--- config.mk ---
export PLATFORM = sky130hd
export DESIGN_NAME = seq_unsigned_multiplier_flat
export DESIGN_NICKNAME = d
export VERILOG_FILES = /design/src/rtl/mul_pkg.sv /design/src/rtl/seq_unsigned_multiplier_if.sv /design/src/rtl/mul_control.sv /design/src/rtl/seq_unsigned_multiplier.sv /design/src/flat_wrapper.sv
export SDC_FILE = /design/constraint.sdc
export NUM_CORES = 1
export LEC_CHECK = 0
export BUFFER_PORTS_ARGS = -buffer_cell sky130_fd_sc_hd__clkbuf_2
export CAP_MARGIN = 20
export CORE_UTILIZATION = 45
export CTS_BUF_LIST = sky130_fd_sc_hd__clkbuf_16
export DETAILED_ROUTE_END_ITERATION = 16
export PLACE_DENSITY = 0.76
export SETUP_SLACK_MARGIN = 0.05
export SYNTH_ARGS = -nofsm -noshare
export SYNTH_HDL_FRONTEND = slang
export SYNTH_SLANG_ARGS = --single-unit
--- constraint.sdc ---
create_clock -name clk -period 3 [get_ports clk]
set_input_delay 0.15 -clock clk [delete_from_list [all_inputs] [get_ports clk]]
set_output_delay 0.15 -clock clk [all_outputs]
set_load 0.05 [all_outputs]
--- src/rtl/mul_pkg.sv ---
// ============================================================================
// mul_pkg: shared types and constants for the sequential unsigned multiplier.
// Rev 1.0
// ============================================================================
`default_nettype none

package mul_pkg;

   typedef enum logic [1:0] {
      IDLE = 2'd0,
      ITER = 2'd1,
      DONE = 2'd2
   } state_t;

   localparam int MUL_WIDTH_DEFAULT = 32;

   // Counter must reach WIDTH-1 and still be able to hold the wrap to WIDTH.
   function automatic int cnt_width(input int width);
      return $clog2(width) + 1;
   endfunction

endpackage

`default_nettype wire

--- src/rtl/seq_unsigned_multiplier_if.sv ---
// ============================================================================
// seq_unsigned_multiplier_if: run/rdy operand and product bundle.
// Optional ovf signal exists only when MUL_OVERFLOW_FLAG_EN is defined. Rev 1.0
// ============================================================================
`default_nettype none

interface seq_unsigned_multiplier_if
   import mul_pkg::*;
#(
   parameter int WIDTH = MUL_WIDTH_DEFAULT
);

   logic                 run;
   logic [WIDTH-1:0]     multiplicand;
   logic [WIDTH-1:0]     multiplier;
   logic [2*WIDTH-1:0]   product;
   logic                 rdy;
`ifdef MUL_OVERFLOW_FLAG_EN
   logic                 ovf;

   modport master (output run, multiplicand, multiplier, input product, rdy, ovf);
   modport slave  (input run, multiplicand, multiplier, output product, rdy, ovf);
`else
   modport master (output run, multiplicand, multiplier, input product, rdy);
   modport slave  (input run, multiplicand, multiplier, output product, rdy);
`endif

endinterface

`default_nettype wire

--- src/rtl/mul_control.sv ---
// ============================================================================
// mul_control: IDLE/ITER/DONE sequencer and iteration counter for the multiplier.
// Rev 1.0
// ============================================================================
`default_nettype none

module mul_control
   import mul_pkg::*;
#(
   parameter int WIDTH = MUL_WIDTH_DEFAULT
)
(
   input  logic clk,
   input  logic rst,
   input  logic run,
   output logic load,
   output logic step,
   output logic rdy,
   output logic done
);

   localparam int            CW     = cnt_width(WIDTH);
   localparam logic [CW-1:0] C_LAST = CW'(WIDTH - 1);

   state_t        r_state;
   state_t        w_state_nxt;
   logic [CW-1:0] r_count;
   logic [CW-1:0] w_count_nxt;

   always_ff @(posedge clk) begin
      if (rst) begin
         r_state <= IDLE;
         r_count <= '0;
      end else begin
         r_state <= w_state_nxt;
         r_count <= w_count_nxt;
      end
   end

   always_comb begin
      w_state_nxt = r_state;
      w_count_nxt = r_count;
      load        = 1'b0;
      step        = 1'b0;
      done        = 1'b0;
      case (r_state)
         IDLE: begin
            if (run) begin
               load        = 1'b1;
               w_count_nxt = '0;
               w_state_nxt = ITER;
            end
         end
         ITER: begin
            if (run) begin
               step        = 1'b1;
               w_count_nxt = r_count + 1'b1;
               if (r_count == C_LAST) begin
                  done        = 1'b1;
                  w_state_nxt = DONE;
               end
            end
         end
         DONE: begin
            if (!run) begin
               w_state_nxt = IDLE;
            end
         end
         default: w_state_nxt = IDLE;
      endcase
   end

   // rdy is exactly "sitting in DONE": set on the entering edge, cleared on exit.
   assign rdy = (r_state == DONE);

endmodule

`default_nettype wire

--- src/rtl/seq_unsigned_multiplier.sv ---
// ============================================================================
// seq_unsigned_multiplier: shift-add WIDTH x WIDTH -> 2*WIDTH, one bit per clock.
// Optional overflow flag via MUL_OVERFLOW_FLAG_EN. Rev 1.0
// ============================================================================
`default_nettype none

module seq_unsigned_multiplier
   import mul_pkg::*;
#(
   parameter int WIDTH = MUL_WIDTH_DEFAULT
)
(
   input  logic                        clk,
   input  logic                        rst,
   seq_unsigned_multiplier_if.slave    bus
);

   logic               w_load;
   logic               w_step;
   logic               w_rdy;
   logic               w_done;

   logic [WIDTH-1:0]   r_mcand;
   logic [2*WIDTH-1:0] r_acc;
   logic [WIDTH:0]     w_sum;
   logic [2*WIDTH-1:0] w_acc_shift;

   mul_control #(
      .WIDTH (WIDTH)
   ) u_ctrl (
      .clk  (clk),
      .rst  (rst),
      .run  (bus.run),
      .load (w_load),
      .step (w_step),
      .rdy  (w_rdy),
      .done (w_done)
   );

   // The carry bit of the accumulator only ever lives in w_sum: the right
   // shift moves it into hi[WIDTH-1] on the same edge, so it is never stored.
   assign w_sum       = {1'b0, r_acc[2*WIDTH-1:WIDTH]} + (r_acc[0] ? {1'b0, r_mcand} : '0);
   assign w_acc_shift = {w_sum, r_acc[WIDTH-1:1]};

   always_ff @(posedge clk) begin
      if (rst) begin
         r_mcand <= '0;
         r_acc   <= '0;
      end else if (w_load) begin
         r_mcand <= bus.multiplicand;
         r_acc   <= {{WIDTH{1'b0}}, bus.multiplier};
      end else if (w_step) begin
         r_acc   <= w_acc_shift;
      end
   end

   assign bus.product = r_acc;
   assign bus.rdy     = w_rdy;

`ifdef MUL_OVERFLOW_FLAG_EN
   logic r_ovf;

   always_ff @(posedge clk) begin
      if (rst || w_load) begin
         r_ovf <= 1'b0;
      end else if (w_done) begin
         r_ovf <= (w_acc_shift[2*WIDTH-1:WIDTH] != '0);
      end
   end

   assign bus.ovf = r_ovf;
`else
   logic w_unused_done;
   assign w_unused_done = w_done;
`endif

endmodule

`default_nettype wire

--- src/flat_wrapper.sv ---
// flat-port wrapper written by rule: the top's interface ports become plain ports
module seq_unsigned_multiplier_flat import mul_pkg::*;
#(
   parameter int WIDTH = MUL_WIDTH_DEFAULT
)
  (clk, rst, bus_run, bus_multiplicand, bus_multiplier, bus_product, bus_rdy);
  seq_unsigned_multiplier_if #(.WIDTH(WIDTH)) bus_i ();
  input  logic clk;
  input  logic rst;
  input wire logic [$bits(bus_i.run)-1:0] bus_run;
  input wire logic [$bits(bus_i.multiplicand)-1:0] bus_multiplicand;
  input wire logic [$bits(bus_i.multiplier)-1:0] bus_multiplier;
  output wire logic [$bits(bus_i.product)-1:0] bus_product;
  output wire logic [$bits(bus_i.rdy)-1:0] bus_rdy;
  assign bus_i.run = bus_run;
  assign bus_i.multiplicand = bus_multiplicand;
  assign bus_i.multiplier = bus_multiplier;
  assign bus_product = bus_i.product;
  assign bus_rdy = bus_i.rdy;
  seq_unsigned_multiplier #(.WIDTH(WIDTH)) u_core (.clk(clk), .rst(rst), .bus(bus_i));
endmodule
# Word-level counts from Yosys, hierarchy flattened
# Index checks and enable logic that the tools add are counted.
# totals
regBits	104
inputBits	67
out_inout_bits	65
# classes
n_mux	14
eq_ne	7
reduce_logical	6
n_addsub	2
# ops
operator	n
$mux 32	3
$add 32x32->33	1
$mux 6	2
$pmux 6 s2	1
$mux 2	4
$ne 2x2->1 const B	4
$add 6x1->6 const B	1
$eq 6x5->1 const B	1
$pmux 2 s3	1
$reduce_and 4->1	1
$reduce_bool 2->1	2
$mux 1	3
$reduce_and 3->1	1
$eq 2x1->1 const B	1
$eq 2x2->1 const B	1
$logic_not 2->1	1
$reduce_or 2->1	1

# Depth between registers and ports, before layout
# depth
depth_word	4
mapped_depth	11
mapped_depth_nobuf	10

# Cells and area by module
# Synthesis repeated with hierarchy kept, for this count alone.
# hier_totals
hier_cells	743
hier_area_um2	6163.4
# by_module_without_submodules
mod	seq_area_each_um2	cells_each	area_per_inst_um2	n_inst
seq_unsigned_multiplier	1921.8	696	5766.8	1
mul_control	160.2	47	396.6	1

# Worst setup path before layout
# Ideal clock, no wire load.
# synth_timing
path_kind	register -> register
start	register u_core.r_acc[0], in the netlist u_core.bus.product[0]
end	register u_core.r_acc[53], in the netlist u_core.bus.product[53]
setup_time_ns	0.063
n_path_buf	1
slack_ns	0.010
arrival_ns	2.927
path_stages_with_launch	12
required_time_ns	2.937
cell_sequence	dfxtp_1 > clkbuf_1 > and2_1 > ha_1 > fa_1 > a211oi_2 > nor2_1 > a41oi_2 > a41oi_2 > o22a_1 > or3_1 > nand3_1
# synth_between
elab_chain_len	2
# synth_rtl
element	line	text
start, declared	seq_unsigned_multiplier.sv:24	logic [2*WIDTH-1:0] r_acc;
start signal, assigned	seq_unsigned_multiplier.sv:51	r_acc <= {{WIDTH{1'b0}}, bus.multiplier};
start signal, assigned	seq_unsigned_multiplier.sv:53	r_acc <= w_acc_shift;
$mux 32	seq_unsigned_multiplier.sv:42	assign w_sum = {1'b0, r_acc[2*WIDTH-1:WIDTH]} + (r_acc[0] ? {1'b0, r_mcand} : '0);
$add 32x32->33	seq_unsigned_multiplier.sv:42	
# Every way passes these cells.
# A chain may end at the register's enable or synchronous reset.

# Worst setup path in the final report
# Ends and elaborated chain as after synthesis.

==> flow_metrics.py <==
metrics = {
    "run_status": {
        "outcome": "complete, no violations",
    },
    "floorplanning": {
        "io_pins": 132,
        "initial_core_util_pct": 45.9,
        "row_count": 42,
        "die_x_um": 118,
        "die_h_um": 118,
        "die-area_um2": 13900,
        "core_um2": 13200,
    },
    "critical_path": {
        "worstRegToRegCells": 10,
        "crit_top_cell": "a41oi_2",
        "worstSetupPathType": "flop to flop",
        "r2r_setup_slack_ns": 0.22,
        "cp.arrival_ns": 3.09,
        "worstSetupEndpointType": "flop",
        "startpoint_type": "flop",
        "crit_path_start": "u_core.bus.product[0]$_SDFFE_PP0P_",
        "path_cells": "and2_1 > ha_1 > fa_1 > a211oi_2 > nor2_1 > a41oi_2 > a41oi_2 > o22a_1 > or3_1 > nand3_1",
        "cp_max_fo": 16,
        "reg2reg_from": "u_core.bus.product[0]$_SDFFE_PP0P_",
        "max_stage_delay_ns": 0.44,
        "slowest_stage": "fa_1",
        "cp.required_ns": 3.30,
    },
    "power_and_ir_drop": {
        "p_per_area_nw_per_um2": 446,
        "power_frac_comb_pct": 15.6,
        "clkPwrFrac_pct": 38.0,
        "swShare_pct": 29.6,
        "power_switching_mw": 0.950,
        "p_seq_share_pct": 46.5,
        "p_int_mw": 2.26,
        "power_leakage_nw": 3.16,
        "vdd_drop_max_mv": 0.422,
    },
    "synthesis": {
        "synth_top_cells_by_area": "dfxtp_1 34%, nand2_1 7.7%, ha_1 6.8%",
        "syn_avg_cell_area_um2": 7.90,
        "synthCells": 766,
        "synth_top_cell_by_area": "dfxtp_1",
        "synth_ff_type": "dfxtp_1",
        "synth_top_area_share_pct": 34.4,
        "synth.net_count": 867,
        "async_flop_share_pct": 0,
        "synth_edf_count": 0,
        "synthesis.area_um2": 6050,
        "ys_seq_area_share_pct": 34.4,
        "yosysWarningCount": 0,
        "synth_cell_type_count": 57,
        "ys_ff_latch": 104,
    },
    "cts": {
        "cts_root_buffer": "clkbuf_16",
        "clock_latency_ns": 0.36,
        "cts_sinks": 104,
        "cts_buffers": 9,
        "path_clk_slew_ns": 0.07,
        "h-tree-depth": 3,
        "cts_max_path_buffers": 2,
        "cts_tree": "yes",
    },
    "final_layout": {
        "final_layout_size_suffix_gt1_share_pct": 20.4,
        "final_nets": 978,
        "fin_area_um2": 7200,
        "final_util_pct": 54.6,
        "num_antenna_cells": 0,
        "area_growth_pct": 18.9,
    },
    "global_route": {
        "grt_usage_pct": 23.3,
        "grt_pass1_wl_um": 26000,
        "grt_pass1_vias": 5389,
        "overflow": 0,
        "grt_max_degree": 51,
        "antenna_found_initial": 0,
    },
    "sta": {
        "finalHoldViolCount": 0,
        "setup_viol": 0,
        "slew_headroom_pct": 60.9,
        "tightestPinTransition_ns": 0.580,
        "fmax_mhz": 359,
        "final_max_slew_viol_count": 0,
        "rsz0062_at_grt": "false",
        "fin_crit_sh_pct": 92.8,
        "fin_crit_ns": 2.78,
        "fin_tns_setup_ns": 0,
        "finClkSkew_ns": 0.0128,
    },
    "min_path": {
        "min_delay_path_depth": 3,
        "hold_path.startpoint": "bus_multiplicand[30]",
        "hp-class": "input port to flop",
    },
    "route": {
        "wire_per_inst_um": 15.2,
        "drtPass1Iterations": 7,
        "drtIter0Drc": 348,
        "drc": 0,
        "vias": 5872,
        "drtAntennaViolNets": 0,
        "drt-vias-per-instance": 5.55,
        "finalWirelength_um": 16100,
    },
    "placement": {
        "placed_area_um2": 6830,
        "gp_congestion": 0.935,
        "place.port_buffers": 131,
        "post-dp-hpwl_um": 11700,
    },
    "run": {
        "drv_cap": 0,
    },
}
-- through the flow --
step | std cells | hold WS (ns) | total power [mW] | worst slack [ns]
detailed placement | 1036 | 0.380 | 2.02 | 0.134
global placement | 1036 | 0.377 | 2.02 | 0.218
finish | 1058 | 0.00711 | 3.21 | 0.217
floorplan | 766 | 0.264 | 1.87 | 0.137
CTS | 1057 | 0.00253 | 3.23 | 0.110
global route | 1058 | 0.00730 | 3.33 | 0.0480
-- flip-flops by register name, indices dropped and copies added, names as in the netlist --
register / cells
u_core.bus.product: 64
u_core.r_mcand: 32
u_core.u_ctrl.r_state: 2
u_core.u_ctrl.r_count: 6
-- area by class of cell --
cell class | count | area [um2]
timing repair buffer | 151 | 818
tap | 176 | 220
clock buffer | 9 | 225
sequential | 104 | 2080
clock inverter | 7 | 80.1
inverter | 5 | 18.8
multi-input combinational | 606 | 3750
fill | 1251 | 5990
-- cell usage after synthesis, types with 3 or more instances --
library cell  instances
and3_1                6
nand3_1              22
nor3_1               11
o21bai_1              3
ha_1                 33
inv_1                 5
xnor2_1              10
dfxtp_1             104
nand2_1             125
a31oi_1               8
nor2_1               71
clkbuf_1             30
nand4_1              11
a21o_1               13
a21oi_2               4
o211ai_1              5
nor2b_1               4
a21oi_1              79
nand2b_1              5
a211oi_1             41
and2_1               34
o21ai_1               6
a2111oi_0             3
xor2_1               10
buf_1                 7
o21ai_0              29
mux2i_1              38
buf_2                13
-- worst max-delay path: cells and delay by family (launching register included) --
family	cells	cell delay (ns)
and+or+nand+nor	4	0.70
adders and majority gates	2	0.66
DFF	1	0.40
AOI/OAI and AO/OA	4	0.97
-- logic make-up after synthesis --
| kind of cell | share of synthesized area (%) |
|---|---|
| AND/OR/NAND/NOR | 22.4 |
| multiplexers | 6.28 |
| flip-flops | 34.4 |
| buffers and inverters | 3.86 |
| XOR/XNOR | 2.89 |
| adder cells (fa/ha/maj) | 7.15 |
| AO/OA/AOI/OAI | 23.0 |
-- power by group through the flow --
| stage | clock network, mW | registers [mW] | logic (mW) |
|---|---|---|---|
| 5_1_grt | 1.29 | 1.50 | 0.542 |
| 2_1_floorplan | 0 | 1.64 | 0.228 |
| 3_5_place_dp | 0 | 1.52 | 0.497 |
| 4_1_cts | 1.24 | 1.49 | 0.502 |
| 6_report | 1.22 | 1.49 | 0.500 |
| 3_3_place_gp | 0 | 1.52 | 0.493 |
-- cells in the final DEF, fill, tap and decap left out, types with 4 or more instances in the layout --
cell type        n
a211oi_1        41
a21o_1          13
a21oi_1         79
a21oi_2          4
a31oi_1          8
and2_1          34
and3_1           6
buf_4           15
clkbuf_16        9
clkbuf_2       131
dfxtp_1        102
dlygate4sd3_1    5
ha_1            32
inv_1            6
mux2i_1         38
nand2_1        125
nand2b_1         5
nand3_1         22
nand4_1         11
nor2_1          70
nor3_1          11
o211ai_1         5
o21ai_0         29
o21ai_1          6
xnor2_1         10
xor2_1          10
-- layer usage --
layer  up-vias  share of wire [%]  global-route usage (%)
li1       2953                  -                       -
met1      2700                 47                    29.8
met2       197                 45                    37.9
met3        22                5.9                    5.57
met4         0                2.2                    8.97
met5         -                  0                       0
-- worst paths after layout --
| kind | to |
|---|---|
| max reg2reg | u_core.bus.product[53]$_SDFFE_PP0P_ |
| min | u_core.r_mcand[30]$_SDFFE_PP0P_ |
| max | u_core.bus.product[53]$_SDFFE_PP0P_ |
| min reg2reg | u_core.r_mcand[8]$_SDFFE_PP0P_ |
-- repair_timing --
action | CTS | global route
hold buffers | 5 | 0
endpoints found under the hold margin | 5 | 0
gates resized for setup | 0 | 1
setup buffers | 0 | 1
endpoints found under the setup margin | 0 | 2
Note: power is estimated with default switching activity, not from simulation.
